## config.mk

```make
export PLATFORM = sky130hd
export DESIGN_NAME = next_pc_gen
export DESIGN_NICKNAME = d
export VERILOG_FILES = /design/src/rtl/next_pc_gen.sv
export SDC_FILE = /design/constraint.sdc
export NUM_CORES = 1
export LEC_CHECK = 0
export CAP_MARGIN = 20
export CORE_MARGIN = 2
export CORE_UTILIZATION = 25
export CTS_CLUSTER_DIAMETER = 200
export CTS_CLUSTER_SIZE = 10
export DETAILED_ROUTE_END_ITERATION = 8
export DONT_BUFFER_PORTS = 1
export GPL_TIMING_DRIVEN = 0
export HOLD_SLACK_MARGIN = 0.03
export PLACE_DENSITY = 0.48
export SYNTH_ARGS = -nofsm -noshare
export SYNTH_HDL_FRONTEND = slang
export SYNTH_SLANG_ARGS = --single-unit
```

## constraint.sdc

```tcl
create_clock -name clk_i -period 4 [get_ports clk_i]
set_clock_uncertainty 0.05 [all_clocks]
set_input_delay 0.6 -clock clk_i [delete_from_list [all_inputs] [get_ports clk_i]]
set_output_delay 0.6 -clock clk_i [all_outputs]
set_load 0.02 [all_outputs]
```

## src/rtl/next_pc_gen.sv

```systemverilog
// Fetch-side next-PC generator with a direct-mapped BTB.
// The gshare direction comes in on branch_predict_i; the BTB target is used when it says taken.
module next_pc_gen #(
    parameter logic [31:0] RESET_PC    = 32'h0000_0000,
    parameter int          BTB_ENTRIES = 16
) (
    input  logic        clk_i,
    input  logic        rst_i,
    input  logic        stall_i,
    input  logic        redirect_valid_i,
    input  logic [31:0] redirect_pc_i,
    input  logic        btb_update_valid_i,
    input  logic [31:0] btb_update_pc_i,
    input  logic [31:0] btb_update_target_i,
    input  logic        btb_flush_i,
    input  logic        branch_predict_i,
    output logic [31:0] pc_o,
    output logic        fetch_valid_o,
    output logic [9:0]  pc_lsb10_o,
    output logic        branch_predict_valid_o,
    output logic        predicted_taken_o
);

    localparam int IDX   = $clog2(BTB_ENTRIES);
    localparam int TAG_W = 30 - IDX;

    logic [31:0]            pc_q, pc_d;
    logic                   fetch_valid_q;
    logic [BTB_ENTRIES-1:0] valid_q, valid_d;

    // Tag/target storage is never reset; only the valid bits gate a hit.
    logic [TAG_W-1:0] tag_mem [BTB_ENTRIES];
    logic [29:0]      tgt_mem [BTB_ENTRIES];

    logic [IDX-1:0]   lk_idx;
    logic [TAG_W-1:0] lk_tag;
    logic             hit;
    logic [IDX-1:0]   upd_idx;
    logic             unused_lsbs;

    assign lk_idx  = pc_q[IDX+1:2];
    assign lk_tag  = pc_q[31:IDX+2];
    assign hit     = valid_q[lk_idx] && (tag_mem[lk_idx] == lk_tag);
    assign upd_idx = btb_update_pc_i[IDX+1:2];

    assign unused_lsbs = ^{redirect_pc_i[1:0], btb_update_pc_i[1:0], btb_update_target_i[1:0]};

    assign pc_o                   = pc_q;
    assign fetch_valid_o          = fetch_valid_q;
    assign pc_lsb10_o             = pc_q[11:2];
    assign branch_predict_valid_o = hit & fetch_valid_q;
    assign predicted_taken_o      = branch_predict_valid_o & branch_predict_i;

    // The first edge after reset only raises fetch_valid, so RESET_PC is fetched once.
    always_comb begin
        pc_d = pc_q + 32'd4;
        if (redirect_valid_i) begin
            pc_d = {redirect_pc_i[31:2], 2'b00};
        end else if (stall_i || !fetch_valid_q) begin
            pc_d = pc_q;
        end else if (predicted_taken_o) begin
            pc_d = {tgt_mem[lk_idx], 2'b00};
        end
    end

    always_comb begin
        valid_d = valid_q;
        if (btb_flush_i) begin
            valid_d = '0;
        end else if (btb_update_valid_i) begin
            valid_d[upd_idx] = 1'b1;
        end
    end

    always_ff @(posedge clk_i or posedge rst_i) begin
        if (rst_i) begin
            pc_q          <= RESET_PC;
            fetch_valid_q <= 1'b0;
            valid_q       <= '0;
        end else begin
            pc_q          <= pc_d;
            fetch_valid_q <= 1'b1;
            valid_q       <= valid_d;
        end
    end

    always_ff @(posedge clk_i) begin
        if (btb_update_valid_i) begin
            tag_mem[upd_idx] <= btb_update_pc_i[31:IDX+2];
            tgt_mem[upd_idx] <= btb_update_target_i[31:2];
        end
    end

endmodule
```

# After elaboration in Yosys (flattened, before gate mapping)
# Memory sizes are Yosys's and may differ from the RTL's.
# Cells that the tools add are included.
[word_totals]
reg_bits = 49
ram_bits = 896
input_bits = 103
wordCells = 30
n_memories = 2
[memory_table]
columns = ["name", "words", "width", "rd", "rd_clocked_by_memory_dff", "write_ports", "line_no", "text"]
rows = [
  ["tgt_mem", 16, 30, 1, 0, 1, "33", "logic [29:0] tgt_mem [BTB_ENTRIES];"],
  ["tag_mem", 16, 26, 1, 0, 1, "32", "logic [TAG_W-1:0] tag_mem [BTB_ENTRIES];"],
]
[op_classes]
n_addsub = 1
order_cmp = 3
eq_ne = 2
n_mux = 11
bitwise_logic = 3
n_reduce_logical = 5
[op_table]
columns = ["cell", "count"]
rows = [
  ["32-bit two-way mux", 3],
  ["32-bit by 3-bit adder with 32-bit output (second input constant)", 1],
  ["16-bit two-way mux", 2],
  ["26-bit equality test", 1],
  ["16-bit OR", 1],
  ["4-bit by 5-bit < comparator with 1-bit output (second input constant)", 2],
  ["1-bit binary-select mux with 4-bit select", 1],
  ["1-bit demux with 4-bit select", 1],
  ["4-bit by 1-bit greater-or-equal comparator with 1-bit output (second input constant)", 1],
  ["1-bit two-way mux", 4],
  ["1-bit AND", 2],
  ["1-bit logical AND", 2],
  ["2-bit inequality test (second input constant)", 1],
  ["2-bit nonzero test", 1],
  ["1-bit zero test", 1],
  ["1-bit logical OR", 1],
]

# Longest topological paths before layout
[logic_depth]
depth_word = 8
depth_mapped = 16

# Worst setup path before layout
# OpenSTA, ideal clock, no wires.
[synth_timing]
path_kind = "input -> register"
start = "in btb_update_pc_i[4]"
end = "mem tag_mem[0][0] (netlist name) (enable)"
setup_time_ns = 0.542
arrival_time_ns = 4.978
required_ns = 3.408
path_slack_ns = -1.570
stages = 2
path_buffers = 0
cell_sequence = "or3b_2 > nor3_1"
[synth_lines]
columns = ["element", "line_no", "text"]
rows = [
  ["start, declared", "13", "input logic [31:0] btb_update_pc_i,"],
  ["end, declared", "32", ""],
]
# Straight into the memory's write port.

# Worst setup path in the final report
[layout_timing]
start = "reg pc_q[2] (netlist: pc_o[2])"
end = "out predicted_taken_o"
[layout_via]
elab_chain_len = 5
[layout_lines]
columns = ["element", "line_no", "text"]
rows = [
  ["start, declared", "27", "logic [31:0] pc_q, pc_d;"],
  ["start signal, assigned", "81", "pc_q <= pc_d;"],
  ["memory read 16 x 26 bit or 1-bit binary-select mux with 4-bit select (tied branches)", "n/a", ""],
  ["26-bit equality test or 1-bit two-way mux (tied branches)", "43", "assign hit = valid_q[lk_idx] && (tag_mem[lk_idx] == lk_tag);"],
  ["1-bit logical AND (*)", "43", ""],
  ["1-bit AND (*)", "51", "assign branch_predict_valid_o = hit & fetch_valid_q;"],
  ["net branch_predict_valid_o", "20", "output logic branch_predict_valid_o,"],
  ["1-bit AND (*)", "52", "assign predicted_taken_o = branch_predict_valid_o & branch_predict_i;"],
  ["end, declared", "21", "output logic predicted_taken_o"],
]
# The timed path passes the listed nets; every way through them passes the cells marked *. The select of a mux whose other input is x is not followed.

==> flow_summary.json <==
{
  "status": "finished with violations",
  "violations": "setup timing",
  "final_max_slew_viol_count": 0,
  "timing.final.crit_share_pct": 135,
  "nets": 2366,
  "viasPerCell": 4.77,
  "htreeDepth": 3,
  "cts_tree": "done",
  "yosys-top-cells-area": "edfxtp_1 71%, mux4_2 12%, dfrtp_1 3.1%, mux2i_1 2.3%, nand3_1 1.3%",
  "maxCapViolCount": 0,
  "crit_path_end_kind": "primary output",
  "rrSetupSlack_ns": -0.58,
  "postSynthAreaPerCell_um2": 19.4,
  "ir_drop_v": 0.000322,
  "critical_path_peak_fanout": 5,
  "numCtsBuffers": 104,
  "synth_area_um2": 38000,
  "wire_per_inst_um": 28.5,
  "timing.fmax_ghz": 0.186,
  "synth_edf_count": 896,
  "cts.sinks": 943,
  "yosys.area.top_type": "edfxtp_1",
  "antenna_found_initial": 49,
  "power.total_mw": 23.0,
  "grt_usage_pct": 15.8,
  "dr.pass1.iters": 5,
  "synthCells": 1961,
  "power_leakage_nw": 15.0,
  "async_reset_ff_share_pct": 4.98,
  "ys_ff_latch": 943,
  "r2r_cells": 17,
  "gr-total-overflow": 0,
  "clockRootBuffer": "clkbuf_16",
  "cp-start-kind": "register",
  "ys_warn_count": 0,
  "drc": 0,
  "grt_max_degree": 30,
  "stdcell_area_um2": 46800,
  "min_path_type": "input pin to register",
  "gp_congestion": 0.918,
  "rows": 143,
  "synth_top_cell_area_share_pct": 70.7,
  "tns_ns": -16.11,
  "tightestPinTransition_ns": 1.02,
  "min_delay_path_depth": 1,
  "routed-via-count": 20800,
  "crit_type": "register to primary output",
  "fin_crit_ns": 5.39,
  "die_w_um": 394,
  "drt_iter0_markers": 1965,
  "hpwl_mm": 88.2,
  "synth_ff_type": "edfxtp_1",
  "initial_core_util_pct": 25.1,
  "detail_route.wirelength_mm": 124,
  "dieArea_um2": 155000,
  "die_y_um": 394,
  "io_pins": 148,
  "postPlaceCellArea_um2": 42100,
  "setup_viol": 32,
  "crit_required_ns": 3.35,
  "rsz0062_at_grt": "true",
  "finalHoldViolations": 0,
  "synthTopCellsByCount": "896 x edfxtp_1, 196 x mux4_2, 103 x nor2_1",
  "crit_arrival_ns": 4.74,
  "drive_gt1_share_pct": 25.7,
  "portBuffers": 0,
  "drtAntennaViolNets": 0,
  "clockBufferDepth": 3,
  "syn2layout_area_growth_pct": 23.1,
  "grt_pass1_vias": 21200,
  "clkLatencyLatePin_ns": 0.71,
  "ys_types": 75,
  "grt_pass1_wl_mm": 171,
  "synth.most_common_cell": "edfxtp_1",
  "coreArea_um2": 152000,
  "clk_pin_slew_ns": 0.06,
  "power_density_nw_per_um2": 490,
  "setup_slack_ns": -1.39,
  "ys_seq_area_share_pct": 73.8,
  "slew_headroom_pct": 31.8
}
-- per-layer routing --
layer | routed length, um | share of wire (%) | global-route usage (%)
met1 | 52600 | 42 | 20.9
met2 | 57900 | 47 | 25.1
met3 | 11200 | 9.0 | 5.42
met4 | 2250 | 1.8 | 2.93
met5 | 328 | 0.26 | 0
-- kinds of logic after synthesis --
| logic type | synth area share, % |
|---|---|
| mux | 15.8 |
| xor+xnor | 1.06 |
| flops | 73.8 |
| other cells | 0.0197 |
| fa+ha+maj | 0.0329 |
| compound gates | 2.66 |
| simple gates | 4.48 |
| buf+inv | 2.14 |
-- registers in the layout, indices dropped and copies added, names as in the netlist --
register and count:
fetch_valid_o 1, pc_o 30, tag_mem 416, tgt_mem 480, valid_q 16
-- layout by cell type (no fill, tap or decap), types with 35 or more instances in the layout --
master           n
buf_12          35
edfxtp_1       896
mux4_2         197
mux2i_1         82
a21oi_1         35
buf_4           64
nand3_1        100
nor2_1          90
nand2_1         67
dfrtp_1         43
dlygate4sd3_1   89
clkbuf_16      106
clkbuf_1        82
-- stage by stage --
step | setup slack (ns) | hold WS (ns) | utilization [%] | cells
final | -1.39 | 0.122 | 30.9 | 4353
after global routing | -1.47 | 0.0706 | 30.9 | 4343
after CTS | -1.44 | 0.0607 | 30.8 | 4331
after detailed placement | -2.03 | 0.440 | 27.8 | 4053
after global placement | -4.19 | 0.428 | 26.8 | 3992
after floorplan | -0.0469 | 0.411 | - | 1962
-- worst paths after layout --
check,start,to
setup / recovery,pc_o[2],predicted_taken_o
hold / removal,btb_update_pc_i[3],tgt_mem[0][29]
setup reg to reg,pc_o[2],pc_o[15]
hold reg to reg,valid_q[13],valid_q[13]
max in group asynchronous,rst_i,pc_o[4]
min in group asynchronous,rst_i,pc_o[9]
-- worst max-delay path: stages (launching register included) --
cell	delay [ns]
dfrtp_2	0.56
buf_12	0.20
buf_16	0.14
buf_16	0.14
mux4_2	0.53
mux4_2	0.58
xnor2_4	0.22
nand4_1	0.16
or4_4	0.58
nor4_4	0.59
and2_4	0.30
-- timing repair --
action	4_1_cts	5_1_grt
gates resized for setup	123	22
endpoints found under the hold margin	945	0
gates cloned	2	0
pin swaps	16	9
hold buffers	89	0
buffers inserted	35	9
endpoints found under the setup margin	32	32
-- power breakdown --
group	internal, mW	switching (mW)
registers	11.0	0.226
clock network	4.79	3.79
logic	1.35	1.76
total	17.2	5.77
-- final cells by class --
type / count / area, um^2
Antenna cell: 14 / 35.0
Buffer: 125 / 1030
Clock inverter: 7 / 141
Sequential cell: 943 / 28100
Inverter: 14 / 56.3
Multi-Input combinational cell: 879 / 9550
Timing Repair Buffer: 195 / 2620
Fill cell: 14700 / 105000
Clock buffer: 146 / 2780
Tap cell: 2030 / 2540
(Power assumes the default switching activity.)
